==> config.mk <==
export PLATFORM = sky130hd
export DESIGN_NAME = ram_arbiter
export DESIGN_NICKNAME = d
export VERILOG_FILES = /design/src/rtl/mcu_pkg.sv /design/src/rtl/ram_arbiter_rr_arb2.sv /design/src/rtl/ram_arbiter.sv
export SDC_FILE = /design/constraint.sdc
export NUM_CORES = 1
export LEC_CHECK = 0
export ABC_AREA = 1
export ABC_CLOCK_PERIOD_IN_PS = 2500
export BUFFER_PORTS_ARGS = -buffer_cell sky130_fd_sc_hd__buf_2
export CORE_MARGIN = 8
export CORE_UTILIZATION = 45
export CTS_CLUSTER_DIAMETER = 100
export DETAILED_ROUTE_END_ITERATION = 6
export GPL_ROUTABILITY_DRIVEN = 0
export GPL_TIMING_DRIVEN = 0
export PLACE_DENSITY = 0.73
export SLEW_MARGIN = 20
export SYNTH_ARGS = -nofsm -noshare
export SYNTH_HDL_FRONTEND = slang
export SYNTH_HIERARCHICAL = 1
export SYNTH_SLANG_ARGS = --single-unit
==> constraint.sdc <==
create_clock -name clk -period 2.5 [get_ports clk]
set_input_delay 0.5 -clock clk [delete_from_list [all_inputs] [get_ports clk]]
set_output_delay 0.5 -clock clk [all_outputs]
set_load 0.02 [all_outputs]
==> src/rtl/mcu_pkg.sv <==
// Shared constants for the MCU data-RAM path: RAM geometry, port indices and
// the arbiter state encoding.
package mcu_pkg;
  localparam int RAM_AW = 8;
  localparam int RAM_DW = 16;

  localparam int P_CTRL = 0;
  localparam int P_EXT  = 1;

  localparam logic [2:0] ST_IDLE    = 3'd0;
  localparam logic [2:0] ST_SETUP   = 3'd1;
  localparam logic [2:0] ST_ACCESS  = 3'd2;
  localparam logic [2:0] ST_CAPTURE = 3'd3;
  localparam logic [2:0] ST_DONE    = 3'd4;

  typedef enum logic [2:0] {
    IDLE    = ST_IDLE,
    SETUP   = ST_SETUP,
    ACCESS  = ST_ACCESS,
    CAPTURE = ST_CAPTURE,
    DONE    = ST_DONE
  } arb_state_e;
endpackage

==> src/rtl/ram_arbiter_rr_arb2.sv <==
// Two-input request picker with one-hot grant. Round-robin by default;
// RAM_ARB_FIXED_PRIO_EN makes port 0 always win and removes the pointer.
module rr_arb2
  import mcu_pkg::*;
(
  input  logic       clk,
  input  logic       rst_n,
  input  logic [1:0] req,
  input  logic       upd,
  output logic [1:0] gnt
);

`ifdef RAM_ARB_FIXED_PRIO_EN
  logic unused_in;
  assign unused_in = ^{clk, rst_n, upd};

  always_comb begin
    gnt = 2'b00;
    if (req[P_CTRL])     gnt[P_CTRL] = 1'b1;
    else if (req[P_EXT]) gnt[P_EXT]  = 1'b1;
  end
`else
  // last = port granted most recently; resets to 1 so port 0 wins the first tie
  logic last;

  always_ff @(posedge clk or negedge rst_n) begin
    if (!rst_n)             last <= 1'b1;
    else if (upd && |req)   last <= gnt[P_EXT];
  end

  always_comb begin
    gnt = req;
    if (req == 2'b11) gnt = last ? 2'b01 : 2'b10;
  end
`endif

endmodule

==> src/rtl/ram_arbiter.sv <==
// Serialises port 0 (controller) and port 1 (loader) onto the single-port data
// RAM and sequences cs -> re/we -> capture. Tie policy set by RAM_ARB_FIXED_PRIO_EN.
module ram_arbiter
  import mcu_pkg::*;
#(
  parameter int AW = RAM_AW,
  parameter int DW = RAM_DW
) (
  input  logic          clk,
  input  logic          rst_n,
  input  logic          req0,
  input  logic          we0,
  input  logic [AW-1:0] addr0,
  input  logic [DW-1:0] wdata0,
  output logic          gnt0,
  output logic          done0,
  input  logic          req1,
  input  logic          we1,
  input  logic [AW-1:0] addr1,
  input  logic [DW-1:0] wdata1,
  output logic          gnt1,
  output logic          done1,
  output logic [DW-1:0] rdata,
  output logic          ram_cs,
  output logic          ram_re,
  output logic          ram_we,
  output logic [AW-1:0] ram_addr,
  output logic [DW-1:0] ram_data_out,
  input  logic [DW-1:0] ram_data_in
);

  arb_state_e    state, state_n;
  logic          cur, cur_n;
  logic          lat_we, lat_we_n;
  logic [AW-1:0] lat_addr, lat_addr_n;
  logic [DW-1:0] lat_wdata, lat_wdata_n;

  logic          gnt0_n, gnt1_n, done0_n, done1_n;
  logic          ram_cs_n, ram_re_n, ram_we_n;
  logic [AW-1:0] ram_addr_n;
  logic [DW-1:0] ram_data_out_n, rdata_n;
  logic [1:0]    pick;

  rr_arb2 u_pick (
    .clk   (clk),
    .rst_n (rst_n),
    .req   ({req1, req0}),
    .upd   (state == IDLE),
    .gnt   (pick)
  );

  // Every output is a register: the combinational block computes next values,
  // so each strobe appears one clock after the state that requests it.
  always_comb begin
    state_n        = state;
    cur_n          = cur;
    lat_we_n       = lat_we;
    lat_addr_n     = lat_addr;
    lat_wdata_n    = lat_wdata;
    gnt0_n         = gnt0;
    gnt1_n         = gnt1;
    done0_n        = 1'b0;
    done1_n        = 1'b0;
    ram_cs_n       = ram_cs;
    ram_re_n       = ram_re;
    ram_we_n       = ram_we;
    ram_addr_n     = ram_addr;
    ram_data_out_n = ram_data_out;
    rdata_n        = rdata;
    case (state)
      IDLE: begin
        if (|pick) begin
          cur_n       = pick[P_EXT];
          lat_we_n    = pick[P_EXT] ? we1    : we0;
          lat_addr_n  = pick[P_EXT] ? addr1  : addr0;
          lat_wdata_n = pick[P_EXT] ? wdata1 : wdata0;
          gnt0_n      = pick[P_CTRL];
          gnt1_n      = pick[P_EXT];
          state_n     = SETUP;
        end
      end
      SETUP: begin
        ram_cs_n   = 1'b1;
        ram_addr_n = lat_addr;
        if (lat_we) ram_data_out_n = lat_wdata;
        state_n    = ACCESS;
      end
      ACCESS: begin
        ram_we_n = lat_we;
        ram_re_n = !lat_we;
        state_n  = CAPTURE;
      end
      CAPTURE: begin
        ram_re_n = 1'b0;
        ram_we_n = 1'b0;
        if (!lat_we) rdata_n = ram_data_in;
        state_n  = DONE;
      end
      DONE: begin
        done0_n  = !cur;
        done1_n  = cur;
        ram_cs_n = 1'b0;
        gnt0_n   = 1'b0;
        gnt1_n   = 1'b0;
        state_n  = IDLE;
      end
      default: state_n = IDLE;
    endcase
  end

  always_ff @(posedge clk or negedge rst_n) begin
    if (!rst_n) begin
      state        <= IDLE;
      cur          <= 1'b0;
      lat_we       <= 1'b0;
      lat_addr     <= '0;
      lat_wdata    <= '0;
      gnt0         <= 1'b0;
      gnt1         <= 1'b0;
      done0        <= 1'b0;
      done1        <= 1'b0;
      ram_cs       <= 1'b0;
      ram_re       <= 1'b0;
      ram_we       <= 1'b0;
      ram_addr     <= '0;
      ram_data_out <= '0;
      rdata        <= '0;
    end else begin
      state        <= state_n;
      cur          <= cur_n;
      lat_we       <= lat_we_n;
      lat_addr     <= lat_addr_n;
      lat_wdata    <= lat_wdata_n;
      gnt0         <= gnt0_n;
      gnt1         <= gnt1_n;
      done0        <= done0_n;
      done1        <= done1_n;
      ram_cs       <= ram_cs_n;
      ram_re       <= ram_re_n;
      ram_we       <= ram_we_n;
      ram_addr     <= ram_addr_n;
      ram_data_out <= ram_data_out_n;
      rdata        <= rdata_n;
    end
  end

endmodule

=== After elaboration in Yosys (flattened, before gate mapping) ===
Cells that the tools add are included.

* Flip-flop bits (word level): 77
* Logic and storage cells: 52

* Reductions and logical operators: 13
* Muxes and demuxes: 16
* Eq/ne operators: 6
* Bitwise logic cells: 1

{| class="wikitable"
|+ Operator list
! operator !! count
|-
| $mux 16 || 1
|-
| $pmux 3 s4 || 1
|-
| $pmux 1 s2 || 5
|-
| $mux 8 || 1
|-
| $reduce_and 2->1 || 4
|-
| $eq 3x2->1 const B || 2
|-
| $reduce_bool 2->1 || 3
|-
| $mux 1 || 5
|-
| $mux 2 || 2
|-
| $reduce_or 2->1 || 2
|-
| $eq 3x1->1 const B || 1
|-
| $eq 3x3->1 const B || 1
|-
| $logic_not 3->1 || 1
|-
| $mux 3 || 1
|-
| $eq 2x2->1 const B || 1
|-
| $logic_not 1->1 || 2
|-
| $ne 2x2->1 const B || 1
|-
| $logic_and 1x1->1 || 1
|-
| $not 1->1 || 1
|}

=== Logic depth before layout (Yosys ltp) ===
Gate-level depths: netlist of the first run.

* Word-level depth: 5
* Depth in mapped cells: 9
* Gate-level depth less buffers: 8

=== Modules after synthesis ===
Netlist of the first run, hierarchy kept.

{| class="wikitable"
|+ Modules (own cells, without submodules)
! module !! cells an instance !! area each (sq um) !! times used !! sequential area each (sq um)
|-
| ram_arbiter || 405 || 3,278.1 || 1 || 1,901.8
|-
| rr_arb2 || 8 || 61.3 || 1 || 26.3
|}

=== Worst setup path before layout of the first run ===
OpenSTA, ideal clock, no wires.

* Kind: input port to flip-flop
* Start: input req1
* End: register lat_addr[0]
* Buffers on the path: 3
* Library setup time: 0.116 ns
* Path slack: 0.964 ns
* Data required time: 2.384 ns
* Arrival: 1.419 ns
* Stages on the path: 9
* Cells stage by stage: a21boi_0 > buf_2 > inv_2 > nand2_1 > nand3_2 > buf_6 > buf_6 > nand2_1 > nand2_1

* Word-level cells in the longest chain between the ends: 4

{| class="wikitable"
|+ RTL lines
! item !! line !! source
|-
| from (decl) || ram_arbiter.sv:17 || <nowiki>input logic req1,</nowiki>
|-
| $eq 2x2->1 || ram_arbiter_rr_arb2.sv:33 || <nowiki>if (req == 2'b11) gnt = last ? 2'b01 : 2'b10;</nowiki>
|-
| $mux 2 (*) || ram_arbiter_rr_arb2.sv:33 ||
|-
| $reduce_or 2->1 || ram_arbiter.sv:72 || <nowiki>if (|pick) begin</nowiki>
|-
| $reduce_and 2->1 (no line) || n/a ||
|-
| to (signal assigned) || ram_arbiter.sv:132 || <nowiki>lat_addr <= lat_addr_n;</nowiki>
|-
| to (decl) || ram_arbiter.sv:35 || <nowiki>logic [AW-1:0] lat_addr, lat_addr_n;</nowiki>
|}

Every way passes the cells marked *; elsewhere a longest branch is shown, timed or not.
A chain may end at the register's enable or synchronous reset.

=== Worst setup path in the final report of the first run ===
* Start: register u_pick.last
* End: register lat_wdata[12]

* Word-level cells in the longest chain between the ends: 4

{| class="wikitable"
|+ RTL lines
! item !! line !! source
|-
| from (decl) || ram_arbiter_rr_arb2.sv:24 || <nowiki>logic last;</nowiki>
|-
| from (signal assigned) || ram_arbiter_rr_arb2.sv:28 || <nowiki>else if (upd && |req) last <= gnt[P_EXT];</nowiki>
|-
| $mux 2 (*) (2 in series) || ram_arbiter_rr_arb2.sv:33 ||
|-
| named net pick[1] || ram_arbiter.sv:42 || <nowiki>logic [1:0] pick;</nowiki>
|-
| $reduce_or 2->1 || ram_arbiter.sv:72 ||
|-
| $reduce_and 2->1 (no line) || n/a ||
|-
| to (signal assigned) || ram_arbiter.sv:133 || <nowiki>lat_wdata <= lat_wdata_n;</nowiki>
|-
| to (decl) || ram_arbiter.sv:36 || <nowiki>logic [DW-1:0] lat_wdata, lat_wdata_n;</nowiki>
|}

Mark *: on every way through the listed nets, which the timed path passes. The rest lies on a longest branch.

==> metrics.md, run 1 <==
| Metric | Value |
|---|---|
| Status | finished clean |
| Final period util | 0.652 |
| Die Footprint | 0.0104 sq mm |
| GRT Total Usage | 0.167 |
| Post-route cell area | 0.00428 sq mm |
| Syn Nets | 483 |
| CTS tree | done |
| Max-slew violation count | 0 |
| CP bufs+invs | 4 |
| Ant. Diodes | 0 |
| Worst setup margin | ~0.87 ns |
| Tightest Pin Transition | between 0.5 and 0.6 ns |
| Clock buffer count from CTS | 9 |
| Worst reg-to-reg path cell count | 9 |
| 1st-iter DRT viols | 98 |
| Mapped cell area | about 0.0033 sq mm |
| Placed Cells incl. Taps | 629 |
| Worst setup EP type | flip-flop |
| Hold_ws | 0.102 ns |
| CTS Sinks | 77 |
| Slew HR | 0.665 |
| Post-route ant nets | 0 |
| DRC violations left | 0 |
| CTS Buffer Depth | 2 |
| I/O pin count | roughly 120 |
| Initial antenna violation count | 0 |
| Largest net degree at the start of global routing | 45 |
| Worst setup SP type | flip-flop |
| Post-CTS Setup Bufs | 0 |
| Worst-path fanout max | 10 |
| PwrDens | ~1300 mW/mm^2 |
| Post-CTS Hold Buffers | 0 |
| Avg Cell Area, Syn | 8.09 sq um |
| Yosys reg bits | 77 |
| Fin. Hold Viols | 0 |
| Final wirelength | 8.39 mm |
| CP Data Arrival Time | 1.91 ns |
| Pre-antenna DRT Iters | 4 |
| Global-route wire length before repair | 13.6 mm |
| Register-to-Register Setup Slack | 0.87 ns |
| Post-Syn Instances | 413 |
| DR vias/cell | 4.64 |
| Post-place setup slack | between 0.6 and 0.7 ns |
| Post-DP Area | 0.00407 sq mm |
| Fin Clk Skew | 0.0107 ns |
| Worst Setup Path Type | reg -> reg |
| Worst R2R End | lat_wdata[12] |
| Vias in the first global route | 2,912 |
| CP max stage delay | 0.54 ns |
| CP max stage cell | dfstp_2 |
| Final setup fails | 0 |
| Synth cell types | 20 |
| Overflow after GRT | 0 |
| Gate power share | 0.426 |
| Clock latency on the worst-skew pair | 0.34 ns |
| Ys Warns | 6 |
| Reg power frac | 0.388 |
| Sw frac | 0.417 |
| Post-CTS Resized | 0 |
| NetSw | 2270 uW |
| Root buf cell | clkbuf_8 |
| RSZ-0062 raised after global routing | false |
| Max-cap violations | 0 |
| CP delay by family, top | buffers and inverters |
| Placeable Area | 0.00721 sq mm |
| Commonest non-fill, non-tap cell in the layout | nand2_1 |
| Leak | 0.00256 uW |
| CP most frequent cell | nand2_1 |
| Nets | roughly 610 |
| Peak supply drop | 0.000555 V |
| Final Critical Period | about 1.6 ns |
| Layout cells sized above 1 | 0.286 |
| Row count | 31 |
| Post-synthesis sequential area ratio | 0.577 |
| Non-filler instance count after layout | 645 |
| Vias | 2,993 |
| DIE HEIGHT | 102 um |
| Worst r2r src | u_pick/last |
| Hold Path Class | in -> async |
| Die Wd | just over 100 um |
| Post-DP HPWL | 6.35 mm |
| TNS Setup | 0 ns |
| Count of input and output buffers | 116 |
| Commonest non-fill, non-tap cells in the layout | nand2_1 (256), buf_2 (122), dfrtp_1 (76) |
| Area Overhead vs Synth | 28.3% |
| CTS clk-pin slew, worst paths | about 0.070 ns |
| Worst Path Required | between 2 and 3 ns |
| Crit path cell chain | a21boi_0 > buf_2 > inv_2 > nand2_1 > nand3_2 > buf_6 > buf_6 > nand2_1 > nand2_1 |
| Fmax | approximately 600 MHz |
| Starting Density | 0.463 |
| Power share of the clock group | 0.186 |
| H-tree Lvls | 3 |
| DR WL/cell | roughly 13 um |
| Int Pwr | 3170 uW |
## cell usage after synthesis
master    instances  area [sq um]
a21boi_0          1          7.51
a21boi_1          1          7.51
buf_2             7          35.0
buf_4             4          30.0
buf_6             4          45.0
clkbuf_1          4          15.0
clkinv_1          1          3.75
dfrtp_1          76          1900
dfstp_2           1          26.3
inv_1             6          22.5
inv_2             2          7.51
nand2_1         256           961
nand2_2           1          6.26
nand3_1          37           185
nand3_2           2          20.0
nor2_1            3          11.3
nor2_2            1          6.26
nor2_4            1          11.3
nor3_4            1          16.3
o21ai_0           4          20.0
## state kept, by name (all words and copies together), names as in the netlist, 3 cells and up
| signal | count |
|---|---|
| lat_wdata | 16 |
| ram_data_out | 16 |
| rdata | 16 |
| lat_addr | 8 |
| ram_addr | 8 |
| state | 3 |
## layout make-up
cell class	count	area, sq um
clock inverters	5	75.1
plain buffers	19	125
flip-flops and latches	77	1930
multi-input cells	308	1250
inverters	9	33.8
fillers	683	2930
well taps	99	124
repair buffers	117	603
clock buffers	11	141
## cells by family after synthesis
family / count (synthesis) / synth area share
buf+inv: 28 / 0.0476
flops: 77 / 0.577
simple gates: 302 / 0.365
compound gates: 6 / 0.0105
## power by group through the flow
| stage | Clock (uW) | Sequential [uW] | Combinational [uW] |
|---|---|---|---|
| floorplan | 0 | 2490 | 1180 |
| global placement | 0 | 2110 | 2290 |
| detailed placement | 0 | 2130 | 2350 |
| CTS | 1040 | 2110 | 2360 |
| global route | 1090 | 2180 | 2600 |
| finish | 1010 | 2110 | 2320 |
## metal layers
layer	wire [um]	global-route usage	up-vias
met5	0	0	-
met4	161	0.0801	0
met3	616	0.0361	12
met2	3890	0.268	95
met1	3720	0.209	1358
li1	-	-	1528
## worst max path at each step
| stage | endpoint | start | slack [ns] | cells past startpoint |
|---|---|---|---|---|
| 6_report | lat_wdata[12] | u_pick/last | 0.87 | 9 |
| 4_1_cts | lat_wdata[14] | u_pick/last | 0.85 | 9 |
| 3_3_place_gp | lat_wdata[3] | rst_n | 0.44 | 1 |
| 5_1_grt | lat_wdata[12] | u_pick/last | 0.73 | 9 |
| 3_5_place_dp | lat_wdata[14] | req1 | 0.62 | 10 |
| 2_1_floorplan | lat_addr[0] | req1 | 0.96 | 9 |
## stage by stage
stage	total power (uW)	utilization
final	5440	0.594
after global routing	5870	0.594
after CTS	5510	0.594
after detailed placement	4480	0.564
after global placement	4400	0.561
after floorplan	3670	-
(Power assumes the default switching activity.)
==> inputs of run 2 (changes only) <==
--- a/config.mk
+++ b/config.mk
@@ -5,8 +5,8 @@
 export SDC_FILE = /design/constraint.sdc
 export NUM_CORES = 1
 export LEC_CHECK = 0
-export ABC_AREA = 1
-export ABC_CLOCK_PERIOD_IN_PS = 2500
+export ABC_AREA = 0
+export ABC_CLOCK_PERIOD_IN_PS = 1300
 export BUFFER_PORTS_ARGS = -buffer_cell sky130_fd_sc_hd__buf_2
 export CORE_MARGIN = 8
 export CORE_UTILIZATION = 45
@@ -14,7 +14,7 @@
 export DETAILED_ROUTE_END_ITERATION = 6
 export GPL_ROUTABILITY_DRIVEN = 0
 export GPL_TIMING_DRIVEN = 0
-export PLACE_DENSITY = 0.73
+export PLACE_DENSITY = 0.76
 export SLEW_MARGIN = 20
 export SYNTH_ARGS = -nofsm -noshare
 export SYNTH_HDL_FRONTEND = slang
==> constraint.sdc (replaced) <==
create_clock -name clk -period 1.3 [get_ports clk]
set_input_delay 0.26 -clock clk [delete_from_list [all_inputs] [get_ports clk]]
set_output_delay 0.26 -clock clk [all_outputs]
set_load 0.02 [all_outputs]
==> metrics.md, run 2 <==
| Metric | Value |
|---|---|
| Status | finished, violations left (was finished clean) |
| Failing checks | negative setup slack |
| Global-route wire length before repair | 13.3 mm (was 13.6 mm) |
| Post-synth top cells | dfrtp_1 (76), mux2_2 (70), mux2_4 (20) (was nand2_1 (256), dfrtp_1 (76), nand3_1 (37)) |
| CP max stage cell | dfrtp_1 (was dfstp_2) |
| DR vias/cell | 4.83 (was 4.64) |
| CTS clk-pin slew, worst paths | 0.08 ns (was 0.07 ns) |
| DRC violations left | 0 (unchanged) |
| Tightest Pin Transition | 0.447 ns (was 0.502 ns) |
| Worst setup EP type | flip-flop (unchanged) |
| Layout cells sized above 1 | 0.725 (was 0.286) |
| Non-filler instance count after layout | 474 (was 645) |
| Top_reg_cell synth | dfrtp_1 (unchanged) |
| Layout filler cell count | 503 (was 683) |
| GRT Total Usage | 0.165 (was 0.167) |
| Worst Path Required | 1.52 ns (was 2.78 ns) |
| I/O pin count | 117 (unchanged) |
| Nets | 440 (was 611) |
| Pre-antenna DRT Iters | 4 (unchanged) |
| Fmax | 612 MHz (was 614 MHz) |
| Sw frac | 0.343 (was 0.417) |
| Clock buffer count from CTS | 9 (unchanged) |
| Synth cell types | 32 (was 20) |
| Area Overhead vs Synth | 45.3% (was 28.3%) |
| Synth area leaders | dfrtp_1 (57%), mux2_2 (23%), mux2_4 (8.9%) (was dfrtp_1 (57%), nand2_1 (29%), nand3_1 (5.5%)) |
| Commonest non-fill, non-tap cell in the layout | buf_2 (was nand2_1) |
| Root buf cell | clkbuf_8 (unchanged) |
| Post-place setup slack | -0.625 ns (was 0.620 ns) |
| Fin. Hold Viols | 0 (unchanged) |
| Biggest regs | lat_wdata (16), ram_data_out (16), rdata (16) (unchanged) |
| Yosys reg bits | 77 (unchanged) |
| Worst-path fanout max | 7 (was 10) |
| H-tree Lvls | 3 (unchanged) |
| Final period util | 1.26 (was 0.652) |
| Worst Setup Path Type | reg -> reg (unchanged) |
| Top cell type's share of synthesized area | 0.565 (was 0.570) |
| Placed Cells incl. Taps | 431 (was 629) |
| CP Data Arrival Time | 1.86 ns (was 1.91 ns) |
| PwrDens | 2640 mW/mm^2 (was 1270 mW/mm^2) |
| CTS Sinks | 77 (unchanged) |
| Design Power | 12,900 uW (was 5440 uW) |
| Hold Path Class | in -> reg (was in -> async) |
| Overflow after GRT | 0 (unchanged) |
| Hold path startpoint | req0 |
| Peak supply drop | 0.00146 V (was 0.000555 V) |
| Reg power frac | 0.336 (was 0.388) |
| Max-slew violation count | 0 (unchanged) |
| Vias in the first global route | 2,645 (was 2,912) |
| Placeable Area | 0.00725 sq mm (was 0.00721 sq mm) |
| Ys async rst share | 1.00 (unchanged) |
| Register-to-Register Setup Slack | -0.33 ns (was 0.87 ns) |
| DR WL/cell | 17.6 um (was 13.0 um) |
| Die Wd | 102 um (about the same) |
| Post-synthesis sequential area ratio | 0.573 (was 0.577) |
| Syn Nets | 285 (was 483) |
| Max-cap violations | 0 (unchanged) |
| CP max stage delay | 0.41 ns (was 0.54 ns) |
| Worst setup SP type | flip-flop (unchanged) |
| Count of input and output buffers | 116 (unchanged) |
| Yosys top cell by area | dfrtp_1 (unchanged) |
| Commonest non-fill, non-tap cells in the layout | buf_2 (115), dfrtp_1 (76), mux2_4 (64) (was nand2_1 (256), buf_2 (122), dfrtp_1 (76)) |
| Most frequent cell after synthesis | dfrtp_1 (was nand2_1) |
| Post-DP HPWL | 5.46 mm (was 6.35 mm) |
| Int Pwr | 8470 uW (was 3170 uW) |
| Post-synth EDFFs | 0 (unchanged) |
| Starting Density | 0.464 (was 0.463) |
| Crit path cell chain | buf_6 > nor3b_4 > and2_4 > buf_12 > buf_12 > mux2_4 (was a21boi_0 > buf_2 > inv_2 > nand2_1 > nand3_2 > buf_6 > buf_6 > nand2_1 > nand2_1) |
| CTS tree | done (unchanged) |
| Gate power share | 0.523 (was 0.426) |
| Final wirelength | 8.36 mm (was 8.39 mm) |
| Vias | 2,289 (was 2,993) |
| CP most frequent cell | buf_12 (was nand2_1) |
| Die Footprint | 0.0105 sq mm (was 0.0104 sq mm) |
| Final setup fails | 65 (was 0) |
| Ys Warns | 6 (unchanged) |
| RSZ-0062 raised after global routing | true (was false) |
| Post-route ant nets | 0 (unchanged) |
| Largest net degree at the start of global routing | 46 (was 45) |
| Clock latency on the worst-skew pair | 0.35 ns (was 0.34 ns) |
| CTS Buffer Depth | 2 (unchanged) |
| Power share of the clock group | 0.141 (was 0.186) |
| Register area | 0.00193 sq mm (unchanged) |
| Slew HR | 0.702 (was 0.665) |
| NetSw | 4430 uW (was 2270 uW) |
| Row count | 31 (unchanged) |
| DIE HEIGHT | 102 um (about the same) |
| Initial antenna violation count | 0 (unchanged) |
| Multi-input logic area | 0.00151 sq mm (was 0.00125 sq mm) |
| Worst r2r src | state[2] (was u_pick/last) |
| Leak | 0.00241 uW (was 0.00256 uW) |
| Fin Clk Skew | 0.0101 ns (was 0.0107 ns) |
| Worst setup margin | -0.334 ns (was 0.870 ns) |
| Post-Syn Instances | 215 (was 413) |
| Ant. Diodes | 0 (unchanged) |
| CP Launch Point | state[2] (was u_pick/last) |
| Mapped cell area | 0.00337 sq mm (was 0.00334 sq mm) |
| 1st-iter DRT viols | 45 (was 98) |
| Avg Cell Area, Syn | 15.7 sq um (was 8.09 sq um) |
| Final Critical Period | 1.63 ns (about the same) |
-- run 2: logic make-up after synthesis --
family                 Yosys count  synth area share
AO/OA/AOI/OAI                   14            0.0275
XOR/XNOR                         1           0.00260
buffers and inverters           15            0.0379
flip-flops                      77             0.573
multiplexers                    90             0.323
AND/OR/NAND/NOR                 18            0.0357
-- run 2: routing by layer --
metal	track usage	part of all wire	routed length (um)
met1	0.196	0.42	3520
met2	0.271	0.48	4030
met3	0.0484	0.072	601
met4	0.0711	0.025	210
met5	0	0	0
-- run 2: final timing paths --
check | to | depth (start not counted)
setup / recovery | ram_data_out[0] | 6
hold / removal | u_pick/last | 2
setup reg to reg | ram_data_out[0] | 6
hold reg to reg | done0 | 1
max in group asynchronous | lat_addr[2] | 3
min in group asynchronous | lat_wdata[3] | 2
-- run 2: repair_timing --
action	CTS	global route
hold endpoints to repair	31	0
setup buffers	21	7
resized for setup	30	17
gates cloned	1	2
hold buffers	1	0
endpoints found under the setup margin	69	69
pin swaps	3	4
-- run 2: stage by stage --
| step | util | area, sq um | setup TNS, ns | hold slack, ns |
|---|---|---|---|---|
| after floorplan | - | 3520 | -18.25 | -0.0356 |
| after global placement | 0.582 | 4220 | -66.48 | 0.432 |
| after detailed placement | 0.586 | 4250 | -28.43 | 0.237 |
| after CTS | 0.659 | 4780 | -15.97 | 0.113 |
| after global routing | 0.674 | 4890 | -21.65 | 0.112 |
| final | 0.674 | 4890 | -17.95 | 0.134 |
-- run 2: layout make-up --
class	instances	share of cell area
Sequential cell	77	0.394
Multi-Input combinational cell	123	0.308
Timing Repair Buffer	145	0.193
Buffer	12	0.0366
Clock buffer	10	0.0281
Tap cell	99	0.0253
Clock inverter	6	0.0128
Inverter	2	0.00153
-- run 2: critical path, delay by kind of cell, from the launching register on --
| family | cells | cell delay (ns) |
|---|---|---|
| muxes | 1 | 0.29 |
| buffers and inverters | 3 | 0.39 |
| DFF | 1 | 0.41 |
| and+or+nand+nor | 2 | 0.42 |
-- run 2: power groups by stage --
stage | Clock (uW) | Combinational, uW | Sequential, uW
2_1_floorplan | 0 | 3310 | 5090
3_3_place_gp | 0 | 5510 | 4240
3_5_place_dp | 0 | 5600 | 4310
4_1_cts | 1850 | 6470 | 4300
5_1_grt | 1980 | 7190 | 4490
6_report | 1820 | 6750 | 4330
==> inputs of run 3 (changes only) <==
--- a/config.mk
+++ b/config.mk
@@ -14,7 +14,7 @@
 export DETAILED_ROUTE_END_ITERATION = 6
 export GPL_ROUTABILITY_DRIVEN = 0
 export GPL_TIMING_DRIVEN = 0
-export PLACE_DENSITY = 0.76
+export PLACE_DENSITY = 0.81
 export SLEW_MARGIN = 20
 export SYNTH_ARGS = -nofsm -noshare
 export SYNTH_HDL_FRONTEND = slang
==> metrics.md, run 3 (synthesis results as in run 2) <==
| Metric | Value |
|---|---|
| Initial antenna violation count | 0 (unchanged) |
| Ant. Diodes | 0 (unchanged) |
| CTS Sinks | 77 (unchanged) |
| Row count | 31 (unchanged) |
| M1 wire length | 3.56 mm (was 3.52 mm) |
| Placeable Area | 0.00725 sq mm (unchanged) |
| Tightest Pin Transition | 0.470 ns (was 0.447 ns) |
| CTS tree | done (unchanged) |
| PwrDens | 2610 mW/mm^2 (was 2640 mW/mm^2) |
| Worst Path Required | 1.52 ns (about the same) |
| Int Pwr | 8190 uW (was 8470 uW) |
| DRC violations left | 0 (unchanged) |
| Leak | 0.00236 uW (was 0.00241 uW) |
| Hold EP | u_pick/last (unchanged) |
| Met2 wire len | 3.73 mm (was 4.03 mm) |
| Non-filler instance count after layout | 473 (was 474) |
| Post-DP HPWL | 5.56 mm (was 5.46 mm) |
| Post-route cell area | 0.00479 sq mm (was 0.00489 sq mm) |
| Status | finished, violations left (unchanged) |
| Worst setup SP type | flip-flop (unchanged) |
| Fin Clk Skew | 0.0113 ns (was 0.0101 ns) |
| 1st-iter DRT viols | 42 (was 45) |
| Vias in the first global route | 2,597 (was 2,645) |
| Hold path startpoint | req0 (unchanged) |
| Area Overhead vs Synth | 42.4% (was 45.3%) |
| Final wirelength | 8.08 mm (was 8.36 mm) |
| Post-route ant nets | 0 (unchanged) |
| Hold Path Class | in -> reg (unchanged) |
| Worst Hold Depth | 2 (unchanged) |
| H-tree Lvls | 3 (unchanged) |
| Global-route wire length before repair | 13.1 mm (was 13.3 mm) |
| Post-place setup slack | -0.676 ns (was -0.625 ns) |
| Failing checks | negative setup slack (unchanged) |
| Clock latency on the worst-skew pair | 0.34 ns (was 0.35 ns) |
| Biggest regs | lat_wdata (16), ram_data_out (16), rdata (16) (unchanged) |
| Final Critical Period | 1.61 ns (was 1.63 ns) |
| Highest routed layer | met4 (unchanged) |
| GRT Total Usage | 0.161 (was 0.165) |
| Final setup fails | 65 (unchanged) |
| CTS clk-pin slew, worst paths | 0.08 ns (about the same) |
| Worst reg-to-reg path cell count | 6 (unchanged) |
| Vias | 2,240 (was 2,289) |
| Commonest non-fill, non-tap cells in the layout | buf_2 (115), dfrtp_1 (76), mux2_4 (56) (was buf_2 (115), dfrtp_1 (76), mux2_4 (64)) |
| Placed Cells incl. Taps | 431 (unchanged) |
| Sw frac | 0.345 (was 0.343) |
| Clock buffer count from CTS | 9 (unchanged) |
| Peak supply drop | 0.00120 V (was 0.00146 V) |
| Root buf cell | clkbuf_8 (unchanged) |
| Count of input and output buffers | 116 (unchanged) |
| Pre-antenna DRT Iters | 3 (was 4) |
| Layout cells sized above 1 | 0.722 (was 0.725) |
| Largest net degree at the start of global routing | 44 (was 46) |
| RSZ-0062 raised after global routing | true (unchanged) |
| CP Data Arrival Time | 1.83 ns (was 1.86 ns) |
| Slew HR | 0.687 (was 0.702) |
| NetSw | 4310 uW (was 4430 uW) |
| Met3 wire length | 717 um (was 601 um) |
| Fmax | 623 MHz (was 612 MHz) |
| Die Wd | 102 um (unchanged) |
| Worst r2r src | state[2] (unchanged) |
| Worst setup EP type | flip-flop (unchanged) |
| Starting Density | 0.464 (unchanged) |
| Post-DP Area | 0.00425 sq mm (about the same) |
| CTS Buffer Depth | 2 (unchanged) |
| Max-slew violation count | 0 (unchanged) |
| Power share of the clock group | 0.140 (was 0.141) |
| Worst setup margin | -0.306 ns (was -0.334 ns) |
| Worst R2R End | ram_data_out[1] (was ram_data_out[0]) |
| I/O pin count | 117 (unchanged) |
| Overflow after GRT | 0 (unchanged) |
| DR vias/cell | 4.74 (was 4.83) |
| Fin. Hold Viols | 0 (unchanged) |
| Worst-path fanout max | 7 (unchanged) |
| DIE HEIGHT | 102 um (unchanged) |
| Max-cap violations | 0 (unchanged) |
| DR WL/cell | 17.1 um (was 17.6 um) |
| Worst Setup Path Type | reg -> reg (unchanged) |
| Nets | 439 (was 440) |
| Commonest non-fill, non-tap cell in the layout | buf_2 (unchanged) |
| Final period util | 1.24 (was 1.26) |
| Gate power share | 0.514 (was 0.523) |
| Reg power frac | 0.346 (was 0.336) |
| Layout filler cell count | 544 (was 503) |
| Register-to-Register Setup Slack | -0.31 ns (was -0.33 ns) |
| Die Footprint | 0.0105 sq mm (unchanged) |
## run 3: cell types whose count changed in the layout (fill, tap and decap cells not counted), sizes merged
cell,before,now
clkinv,2,3
clkinvlp,3,2
clkbuf,13,12
## run 3: area by class of cell
| class | instances | area (sq um) | area share |
|---|---|---|---|
| flip-flops and latches | 77 | 1930 | 0.402 |
| repair buffers | 144 | 893 | 0.186 |
| inverters | 2 | 7.51 | 0.00157 |
| clock inverters | 6 | 63.8 | 0.0133 |
| clock buffers | 10 | 128 | 0.0266 |
| multi-input cells | 123 | 1480 | 0.308 |
| plain buffers | 12 | 171 | 0.0358 |
| well taps | 99 | 124 | 0.0258 |
## run 3: worst max-delay path, cell delays in order (launching register included)
cell and delay (ns):
dfrtp_1 0.40, buf_4 0.15, nor3b_4 0.20, and2_4 0.20, buf_12 0.13, buf_12 0.12
mux2_4 0.29
## run 3: timing repair
action	4_1_cts	5_1_grt
gates resized for setup	21	7
cloned	1	1
setup buffers	23	3
setup endpoints to repair	69	68
pin swaps	3	1
hold buffers	1	0
endpoints found under the hold margin	34	0
## run 3: power by group through the flow
stage | combinational [uW] | clock, uW | sequential, uW
floorplan | 3310 | 0 | 5090
finish | 6430 | 1750 | 4320
CTS | 6340 | 1800 | 4320
global placement | 5470 | 0 | 4260
detailed placement | 5600 | 0 | 4320
global route | 6870 | 1900 | 4470
## run 3: worst max-delay path by stage
stage / start / end / slack (ns) / cells after the start
global placement: state[1] / ram_data_out[4] / -0.63 / 6
finish: state[2] / ram_data_out[1] / -0.31 / 6
CTS: state[1] / ram_data_out[1] / -0.30 / 6
detailed placement: state[1] / ram_data_out[4] / -0.68 / 6
global route: state[2] / rdata[8] / -0.36 / 6
floorplan: state[1] / ram_data_out[0] / -0.40 / 6
## run 3: routing by layer
layer | up-vias | GRT usage
met3 | 8 | 0.0518
met5 | - | 0
met2 | 83 | 0.253
li1 | 1066 | -
met1 | 1083 | 0.205
met4 | 0 | 0.0542
## run 3: per-stage QoR
stage / power, uW / setup TNS (ns) / hold WS (ns) / utilization
3_5_place_dp: 9920 / -28.84 / 0.245 / 0.585
2_1_floorplan: 8400 / -18.25 / -0.0356 / -
6_report: 12500 / -16.20 / 0.115 / 0.661
5_1_grt: 13300 / -20.07 / 0.104 / 0.661
4_1_cts: 12500 / -15.89 / 0.0965 / 0.652
3_3_place_gp: 9720 / -65.08 / 0.433 / 0.582
